--- src/rtl/omsp_spm_cmd_seq.sv ---
// rtl/omsp_spm_cmd_seq.sv - Sancus protection command sequencer for omsp_spm_control
//
// Takes one decoded protection command at a time and drives the one-cycle
// update/enable/disable/cancel/verify strobes into omsp_spm_control. It samples
// the violation flag and returns a pass/fail flag and a 16-bit result. A PROTECT
// that raises violation is rolled back with a cancel strobe.
//
// Ports:
//   mclk            core clock
//   puc_rst         synchronous active-high reset
//   cmd_valid       command request, held until accepted
//   cmd_ready       a command can be accepted this cycle
//   cmd_op          1=PROTECT 2=UNPROTECT 3=VERIFY 4=GET_ID 5=GET_PREV_ID, others illegal
//   handling_irq    IRQ entry in progress, blocks acceptance
//   violation       violation flag from omsp_spm_control
//   spm_current_id  current SM id from omsp_spm_control
//   spm_prev_id     previous SM id from omsp_spm_control
//   update_spm, enable_spm, disable_spm, cancel_spm, verify_spm
//                   one-cycle strobes to omsp_spm_control
//   cmd_done        one-cycle completion pulse
//   cmd_fail        valid with cmd_done, 1 = command failed
//   cmd_result      valid with cmd_done, held until the next cmd_done
module omsp_spm_cmd_seq #(
  parameter int VERIFY_WAIT = 1
) (
  input  logic        mclk,
  input  logic        puc_rst,
  input  logic        cmd_valid,
  output logic        cmd_ready,
  input  logic [2:0]  cmd_op,
  input  logic        handling_irq,
  input  logic        violation,
  input  logic [15:0] spm_current_id,
  input  logic [15:0] spm_prev_id,
  output logic        update_spm,
  output logic        enable_spm,
  output logic        disable_spm,
  output logic        cancel_spm,
  output logic        verify_spm,
  output logic        cmd_done,
  output logic        cmd_fail,
  output logic [15:0] cmd_result
);

  localparam logic [2:0] OP_PROTECT   = 3'd1;
  localparam logic [2:0] OP_UNPROTECT = 3'd2;
  localparam logic [2:0] OP_VERIFY    = 3'd3;
  localparam logic [2:0] OP_GET_ID    = 3'd4;
  localparam logic [2:0] OP_GET_PREV  = 3'd5;

  // The counter only ever holds VERIFY_WAIT-1 down to 0.
  localparam int CW = (VERIFY_WAIT > 1) ? $clog2(VERIFY_WAIT) : 1;

  typedef enum logic [2:0] {
    S_IDLE,
    S_ISSUE,
    S_CHECK,
    S_VWAIT,
    S_CANCEL,
    S_DONE
  } state_t;

  state_t          state;
  logic [2:0]      op;
  logic            unprot_ok;
  logic [15:0]     id_shadow;
  logic [CW-1:0]   wait_cnt;

  assign cmd_ready = (state == S_IDLE) && !handling_irq;

  always_ff @(posedge mclk) begin
    if (puc_rst) begin
      state       <= S_IDLE;
      op          <= 3'd0;
      unprot_ok   <= 1'b0;
      id_shadow   <= 16'h0001;
      wait_cnt    <= '0;
      update_spm  <= 1'b0;
      enable_spm  <= 1'b0;
      disable_spm <= 1'b0;
      cancel_spm  <= 1'b0;
      verify_spm  <= 1'b0;
      cmd_done    <= 1'b0;
      cmd_fail    <= 1'b0;
      cmd_result  <= 16'h0000;
    end else begin
      // Strobes and cmd_done are single-cycle pulses unless set below.
      update_spm  <= 1'b0;
      enable_spm  <= 1'b0;
      disable_spm <= 1'b0;
      cancel_spm  <= 1'b0;
      verify_spm  <= 1'b0;
      cmd_done    <= 1'b0;

      case (state)
        S_IDLE: begin
          if (cmd_valid && cmd_ready) begin
            op    <= cmd_op;
            state <= S_ISSUE;
            // Strobes are registered here so they are high during ISSUE.
            case (cmd_op)
              OP_PROTECT: begin
                update_spm <= 1'b1;
                enable_spm <= 1'b1;
              end
              OP_UNPROTECT: begin
                // The id check and the strobe decision are taken together so
                // the reported outcome always matches what was issued.
                if (spm_current_id != 16'h0000) begin
                  update_spm  <= 1'b1;
                  disable_spm <= 1'b1;
                  unprot_ok   <= 1'b1;
                end else begin
                  unprot_ok   <= 1'b0;
                end
              end
              OP_VERIFY: verify_spm <= 1'b1;
              default: ;
            endcase
          end
        end

        S_ISSUE: begin
          case (op)
            OP_PROTECT: state <= S_CHECK;
            OP_UNPROTECT: begin
              state      <= S_DONE;
              cmd_done   <= 1'b1;
              cmd_fail   <= !unprot_ok;
              cmd_result <= {15'd0, unprot_ok};
            end
            OP_VERIFY: begin
              state    <= S_VWAIT;
              wait_cnt <= CW'(VERIFY_WAIT - 1);
            end
            OP_GET_ID: begin
              state      <= S_DONE;
              cmd_done   <= 1'b1;
              cmd_fail   <= 1'b0;
              cmd_result <= spm_current_id;
            end
            OP_GET_PREV: begin
              state      <= S_DONE;
              cmd_done   <= 1'b1;
              cmd_fail   <= 1'b0;
              cmd_result <= spm_prev_id;
            end
            default: begin
              state      <= S_DONE;
              cmd_done   <= 1'b1;
              cmd_fail   <= 1'b1;
              cmd_result <= 16'h0000;
            end
          endcase
        end

        S_CHECK: begin
          if (violation) begin
            // Roll back the enable; the control block's decrement on cancel
            // undoes its increment, so id_shadow stays put.
            update_spm <= 1'b1;
            cancel_spm <= 1'b1;
            state      <= S_CANCEL;
          end else begin
            state      <= S_DONE;
            cmd_done   <= 1'b1;
            cmd_fail   <= 1'b0;
            cmd_result <= id_shadow;
            id_shadow  <= id_shadow + 16'd1;
          end
        end

        S_VWAIT: begin
          if (wait_cnt == '0) begin
            state      <= S_DONE;
            cmd_done   <= 1'b1;
            cmd_fail   <= violation;
            cmd_result <= spm_current_id;
          end else begin
            wait_cnt <= wait_cnt - CW'(1);
          end
        end

        S_CANCEL: begin
          state      <= S_DONE;
          cmd_done   <= 1'b1;
          cmd_fail   <= 1'b1;
          cmd_result <= 16'h0000;
        end

        S_DONE: state <= S_IDLE;

        default: state <= S_IDLE;
      endcase
    end
  end

endmodule

--- config.mk ---
export PLATFORM = sky130hd
export DESIGN_NAME = omsp_spm_cmd_seq
export DESIGN_NICKNAME = d
export VERILOG_FILES = /design/src/rtl/omsp_spm_cmd_seq.sv
export SDC_FILE = /design/constraint.sdc
export NUM_CORES = 1
export LEC_CHECK = 0
export CAP_MARGIN = 25
export CORE_UTILIZATION = 44
export DETAILED_ROUTE_END_ITERATION = 8
export PLACE_DENSITY = 0.79
export SLEW_MARGIN = 25
export SYNTH_ARGS = -nofsm -noshare
export SYNTH_HDL_FRONTEND = slang
export SYNTH_SLANG_ARGS = --single-unit
--- constraint.sdc ---
create_clock -name mclk -period 1.6 [get_ports mclk]
set_input_delay 0.24 -clock mclk [delete_from_list [all_inputs] [get_ports mclk]]
set_output_delay 0.24 -clock mclk [all_outputs]
set_load 0.02 [all_outputs]
==> flow_summary.json, run 1 <==
{
  "status": "finished, violations left",
  "violations": "setup timing",
  "power_leakage_nw": 1.52,
  "rsz0062_at_grt": "yes",
  "reg2reg_depth": 5,
  "yosysWarnings": 0,
  "seqPwrFrac_pct": 32.7,
  "max_freq_mhz": 573,
  "critPathCaptureType": "flip-flop",
  "grt_pass1_vias": 2718,
  "slew_headroom_pct": 71.9,
  "yosysUniqueCellTypes": 46,
  "peakVddDrop_mv": 0.779,
  "grt_max_degree": 33,
  "critPathMaxFanout": 5,
  "num-fill-cells": 294,
  "hold_buffers": 0,
  "hold_violations": 0,
  "clk_pin_slew_ns": 0.09,
  "synthXorXnorAreaFrac_pct": 2.85,
  "synth_cells": 275,
  "cp-start-kind": "flip-flop",
  "r2r-start": "state[0]$_SDFFE_PP0P_",
  "synth-async-reset-ratio_pct": 0,
  "std_cell_rows": 26,
  "die_height_um": 76.8,
  "synth-adder-area-share_pct": 0.508,
  "antenna_found_initial": 0,
  "cts-root-buf": "clkbuf_8",
  "required_ns": 1.80,
  "fp.coreArea_mm2": 0.00524,
  "via_per_inst": 6.49,
  "drv_slew": 0,
  "path_class": "flip-flop to flip-flop",
  "swShare_pct": 35.7,
  "total_power_w": 0.00449,
  "layout_common_cells": "67 x buf_4, 61 x clkdlybuf4s50_1, 38 x dfxtp_1",
  "dp_hpwl_mm": 5.45,
  "numCtsBuffers": 5,
  "p_switching_w": 0.00160,
  "synthSimpleGateAreaFrac_pct": 27.8,
  "die_area_mm2": 0.00590,
  "min_period_ns": 1.74,
  "combPwrFrac_pct": 47.1,
  "r2r_slack_ns": -0.14,
  "multi_input_area_mm2": 0.00171,
  "setup_viol": 26,
  "seq_area_frac_synth_pct": 37.4,
  "die_x_um": 76.8,
  "netlist_area_mm2": 0.00246,
  "p_clk_share_pct": 20.2,
  "seqCellArea_um2": 936,
  "arrival_ns": 1.94,
  "wl_per_cell_um": 21.6,
  "htree_levels": 2,
  "nets": 444,
  "synth_fp_nets": 316,
  "grt_pass1_wl_mm": 13.5,
  "intPower_w": 0.00289,
  "hold_depth": 2,
  "drive_above_1_share_pct": 38.5,
  "worst_pin_slew_ns": 0.418,
  "start_util_pct": 47.0,
  "finalWirelength_mm": 10.2,
  "synth_seq_cells": 46,
  "drt_iter0_markers": 407,
  "r2r_end": "id_shadow[15]$_SDFFE_PP0P_",
  "portBuffers": 63,
  "place_congestion": 0.891,
  "diodes": 0,
  "fin_crit_sh_pct": 109,
  "vias": 3070,
  "max_cap_violations": 0,
  "place_ws_ns": -0.364,
  "overflow": 0,
  "ant_nets": 0,
  "route.detailed.drc": 0,
  "muxShareOfSynthArea_pct": 6.96,
  "drtPass1Iterations": 5,
  "synth_top_family_by_area": "simple AND/OR/NAND/NOR gates",
  "fin_worst_skew_ns": 0.0131,
  "hold_class": "flip-flop to flip-flop",
  "hold-path-endpoint": "cmd_result[6]$_SDFFE_PP0P_",
  "cts_tree": "yes",
  "numClockSinks": 46,
  "final_common_cell": "buf_4",
  "powerDensity_mw_per_mm2": 1070,
  "synthFlopType": "dfxtp_1",
  "clock_path_buffers": 2,
  "synth_compound_area_share_pct": 19.7,
  "grt_usage_pct": 29.3,
  "io-pin-count": 64,
  "worst_slack_ns": -0.144,
  "synth_edf_count": 0,
  "avgSynthCellArea_um2": 8.95,
  "clk_latency_ns": 0.32,
  "syn_to_final_growth_pct": 71.1,
  "hp-start": "cmd_result[6]$_SDFFE_PP0P_"
}
==> registers in the layout, indices dropped and copies added, names as in the netlist <==
name	flops
cmd_fail	1
cmd_result	16
id_shadow	16
update_spm	1
enable_spm	1
unprot_ok	1
verify_spm	1
state	3
cmd_done	1
disable_spm	1
cancel_spm	1
op	3
==> kinds of logic after synthesis <==
kind of cell | count (synthesis)
AND/OR/NAND/NOR | 114
flip-flops | 46
buffers and inverters | 26
AO/OA/AOI/OAI | 63
multiplexers | 17
XOR/XNOR | 8
adder cells (fa/ha/maj) | 1
==> final cells by class <==
type	instances	area share, %
Timing Repair Buffer	144	32.2
Clock inverter	1	0.713
Multi-Input combinational cell	203	40.6
Tap cell	70	2.08
Inverter	3	0.267
Clock buffer	6	1.96
Sequential cell	46	22.2
==> per-layer routing <==
metal	part of all wire [%]	routed length, um	track usage, %	up-vias
met2	45	4630	48.5	242
met3	9.0	924	5.95	58
met1	40	4050	36.8	1465
met5	0	0	0	-
li1	-	-	-	1305
met4	6.1	619	12.1	0
==> critical path, cell delays in order, from the launching register on <==
cell     delay [ns]
dfxtp_4        0.38
buf_12         0.14
nor4b_4        0.33
nand2_4        0.12
nor4_4         0.30
mux2_4         0.35
==> stage by stage <==
stage / util (%) / hold WS [ns] / std cells / TNS (ns) / area [um^2]
2_1_floorplan: - / 0.319 / 275 / -0.00933 / 2480
3_3_place_gp: 69.4 / 0.466 / 452 / -7.66 / 3630
3_5_place_dp: 69.4 / 0.482 / 452 / -8.94 / 3630
5_1_grt: 80.5 / 0.533 / 473 / -2.47 / 4210
4_1_cts: 74.8 / 0.502 / 468 / -0.101 / 3920
6_report: 80.5 / 0.501 / 473 / -1.59 / 4210
==> repair_timing <==
item | CTS | global route
pin swaps | 7 | 19
buffers inserted | 9 | 3
endpoints found under the hold margin | 0 | 0
setup endpoints to repair | 27 | 28
cloned | 0 | 2
resized for setup | 26 | 53
==> Yosys cell counts (6+ instances only) <==
cell,number,area (um^2)
o21ai_0,6,30.0
a21oi_1,13,65.1
nor4_1,21,131
nor2_1,31,116
a211oi_1,18,135
clkbuf_1,8,30.0
nand3_1,8,40.0
xor2_1,7,61.3
dfxtp_1,46,921
a221oi_1,12,105
buf_2,7,35.0
nand2_1,9,33.8
nor2b_1,6,37.5
mux2i_1,16,160
==> how the worst max path moves through the flow <==
stage | startpoint | end | slack [ns]
CTS | state[2]$_SDFFE_PP0P_ | id_shadow[13]$_SDFFE_PP0P_ | -0.05
detailed placement | violation | id_shadow[15]$_SDFFE_PP0P_ | -0.36
floorplan | state[0]$_SDFFE_PP0P_ | id_shadow[15]$_SDFFE_PP0P_ | -0.009
global placement | violation | id_shadow[15]$_SDFFE_PP0P_ | -0.36
finish | state[0]$_SDFFE_PP0P_ | id_shadow[15]$_SDFFE_PP0P_ | -0.14
global route | state[0]$_SDFFE_PP0P_ | id_shadow[15]$_SDFFE_PP0P_ | -0.17
==> power by group through the flow <==
stage	Sequential [W]	Clock, W	Combinational, W
6_report	0.00147	0.000907	0.00212
5_1_grt	0.00150	0.000944	0.00221
4_1_cts	0.00146	0.000894	0.00182
3_5_place_dp	0.00148	0	0.00172
3_3_place_gp	0.00147	0	0.00168
2_1_floorplan	0.00168	0	0.000716
No activity file was read; power rests on OpenSTA's default activity.
==> inputs of run 2 (changes only) <==
--- a/config.mk
+++ b/config.mk
@@ -9,7 +9,6 @@
 export CORE_UTILIZATION = 44
 export DETAILED_ROUTE_END_ITERATION = 8
 export PLACE_DENSITY = 0.79
-export SLEW_MARGIN = 25
 export SYNTH_ARGS = -nofsm -noshare
 export SYNTH_HDL_FRONTEND = slang
 export SYNTH_SLANG_ARGS = --single-unit
==> results of run 2 <==
No change in the layout: final DEF, timing and power equal those of run 1.
==> inputs of run 3 (changes only) <==
--- a/config.mk
+++ b/config.mk
@@ -6,9 +6,10 @@
 export NUM_CORES = 1
 export LEC_CHECK = 0
 export CAP_MARGIN = 25
-export CORE_UTILIZATION = 44
+export CORE_UTILIZATION = 52
 export DETAILED_ROUTE_END_ITERATION = 8
-export PLACE_DENSITY = 0.79
+export PLACE_DENSITY = 0.87
+export SLEW_MARGIN = 10
 export SYNTH_ARGS = -nofsm -noshare
 export SYNTH_HDL_FRONTEND = slang
 export SYNTH_SLANG_ARGS = --single-unit
==> constraint.sdc (replaced) <==
create_clock -name mclk -period 2.2 [get_ports mclk]
set_input_delay 0.33 -clock mclk [delete_from_list [all_inputs] [get_ports mclk]]
set_output_delay 0.33 -clock mclk [all_outputs]
set_load 0.02 [all_outputs]
==> run 3 against run 2 <==
  * The run ends with DRC left
  * Sequential power is 27% lower
  * Cell area down 23%
  * Total power decreased by 38%
  * Global-route usage fell by 0.34 points
  * Critical path depth is 1 lower
  * Combinational power down 50%
  * Flip-flop and latch count stayed put
  * Maximum frequency shrank 12%
  * Register-to-register slack improved by 0.36 ns
  * Clock skew is 0.0071 ns lower
  * Worst hold slack got worse by 0.00080 ns
==> flow_summary.json, run 3 (synthesis gave the netlist of run 1 again) <==
{
  "status": "finished, violations left",
  "violations": "DRC",
  "fp.coreArea_mm2": 0.00444,
  "clk_pin_slew_ns": 0.08,
  "powerDensity_mw_per_mm2": 848,
  "start_util_pct": 55.4,
  "dp_cells": 379,
  "ant_nets": 0,
  "slowest_stage": "or4_1",
  "cts-root-buf": "clkbuf_8",
  "layoutNonFillerInstCount": 386,
  "crit_family": "simple AND/OR/NAND/NOR gates",
  "required_ns": 2.43,
  "p_switching_w": 0.000942,
  "die_x_um": 70.8,
  "grt_pass1_vias": 2260,
  "htree_levels": 2,
  "hp-start": "cmd_result[1]$_SDFFE_PP0P_",
  "fin_util_pct": 73.5,
  "reg2reg_depth": 4,
  "r2r_end": "id_shadow[14]$_SDFFE_PP0P_",
  "reg_top3": "cmd_result x16, id_shadow x16",
  "syn_to_final_growth_pct": 32.6,
  "grt_pass1_wl_mm": 11.2,
  "peakVddDrop_mv": 0.373,
  "slew_headroom_pct": 53.2,
  "whs_ns": 0.500,
  "grt_max_degree": 33,
  "max_freq_mhz": 504,
  "critPathCaptureType": "flip-flop",
  "min_period_ns": 1.98,
  "final_common_cell": "clkdlybuf4s50_1",
  "drtPass1Iterations": 9,
  "clk_latency_ns": 0.30,
  "route.detailed.drc": 6,
  "place_ws_ns": 0.0831,
  "io-pin-count": 64,
  "finalWirelength_mm": 6.81,
  "drv_slew": 0,
  "rsz0062_at_grt": "no",
  "worst_slack_ns": 0.216,
  "clock_path_buffers": 2,
  "numCtsBuffers": 5,
  "r2r_slack_ns": 0.22,
  "power_leakage_nw": 1.07,
  "hold-path-endpoint": "cmd_result[1]$_SDFFE_PP0P_",
  "via_per_inst": 6.27,
  "vias": 2420,
  "dp_hpwl_mm": 4.94,
  "fin_crit_sh_pct": 90.2,
  "setup-tns-final_ns": 0,
  "wl_per_cell_um": 17.6,
  "fin_worst_skew_ns": 0.00595,
  "cts_tree": "yes",
  "nets": 375,
  "arrival_ns": 2.21,
  "cts_setup_buffers": 0,
  "cp-start-kind": "flip-flop",
  "layout_common_cells": "62 x clkdlybuf4s50_1, 46 x dfxtp_1, 31 x nor2_1",
  "die_area_mm2": 0.00501,
  "numClockSinks": 46,
  "swShare_pct": 34.0,
  "critPathMaxFanout": 11,
  "r2r-start": "id_shadow[3]$_SDFFE_PP0P_",
  "setup_viol": 0,
  "intPower_w": 0.00183,
  "crit_chain": "and4_1 > nand4_1 > or4_1 > a21oi_1",
  "path_buf_inv": 0,
  "cts-resized-gates": 1,
  "cp_slowest_stage_delay_ns": 0.60,
  "worst_pin_slew_ns": 0.702,
  "drive_above_1_share_pct": 9.58,
  "hold_violations": 0,
  "antenna_found_initial": 0,
  "combPwrFrac_pct": 38.3,
  "die_height_um": 70.8,
  "path_class": "flip-flop to flip-flop",
  "grt_usage_pct": 28.9,
  "seqPwrFrac_pct": 38.6,
  "overflow": 0,
  "diodes": 0,
  "num-fill-cells": 350,
  "p_clk_share_pct": 23.1,
  "portBuffers": 63,
  "max_cap_violations": 0,
  "place_congestion": 0.857,
  "drt_iter0_markers": 198,
  "hold_buffers": 0,
  "hold_class": "flip-flop to flip-flop",
  "hold_depth": 2,
  "std_cell_rows": 24
}
-- run 3: tightest hold or removal path: cells and delay by family (launching register included) --
family          cells  cell delay [ns]
flops               1             0.31
simple gates        1             0.09
compound gates      1             0.05
-- run 3: layout make-up --
type                       instances  area (um^2)  area share, %
clock buffer                       6         82.6           2.53
clock inverter                     1         30.0          0.920
inverter                           3         11.3          0.345
multi-input combinational        203         1420           43.6
sequential                        46          921           28.2
tap                               52         65.1           1.99
timing repair buffer              75          732           22.4
-- run 3: how the worst max path moves through the flow --
stage	slack [ns]	startpoint	to	cells after the start
2_1_floorplan	0.54	state[2]$_SDFFE_PP0P_	id_shadow[15]$_SDFFE_PP0P_	4
3_3_place_gp	0.15	violation	id_shadow[15]$_SDFFE_PP0P_	5
3_5_place_dp	0.08	violation	cmd_result[4]$_SDFFE_PP0P_	5
4_1_cts	0.24	state[2]$_SDFFE_PP0P_	cmd_ready	3
5_1_grt	0.07	id_shadow[3]$_SDFFE_PP0P_	id_shadow[15]$_SDFFE_PP0P_	4
6_report	0.22	id_shadow[3]$_SDFFE_PP0P_	id_shadow[14]$_SDFFE_PP0P_	4
-- run 3: power groups by stage --
stage	sequential, W	combinational [W]	clock (W)
floorplan	0.00122	0.000508	0
CTS	0.00107	0.00106	0.000643
global route	0.00108	0.00115	0.000672
finish	0.00107	0.00106	0.000640
global placement	0.00108	0.00104	0
detailed placement	0.00109	0.00106	0
-- run 3: per-layer routing --
metal	up-vias	track usage, %	share of wire, %
met5	-	0	0
met4	0	10.2	2.4
met3	17	5.84	7.5
met2	124	45.6	46
met1	1107	39.6	44
li1	1172	-	-
-- run 3: per-stage QoR --
| stage | power (W) | area (um^2) |
|---|---|---|
| final | 0.00277 | 3270 |
| after global routing | 0.00290 | 3270 |
| after CTS | 0.00277 | 3270 |
| after detailed placement | 0.00215 | 3150 |
| after global placement | 0.00212 | 3150 |
| after floorplan | 0.00173 | 2460 |
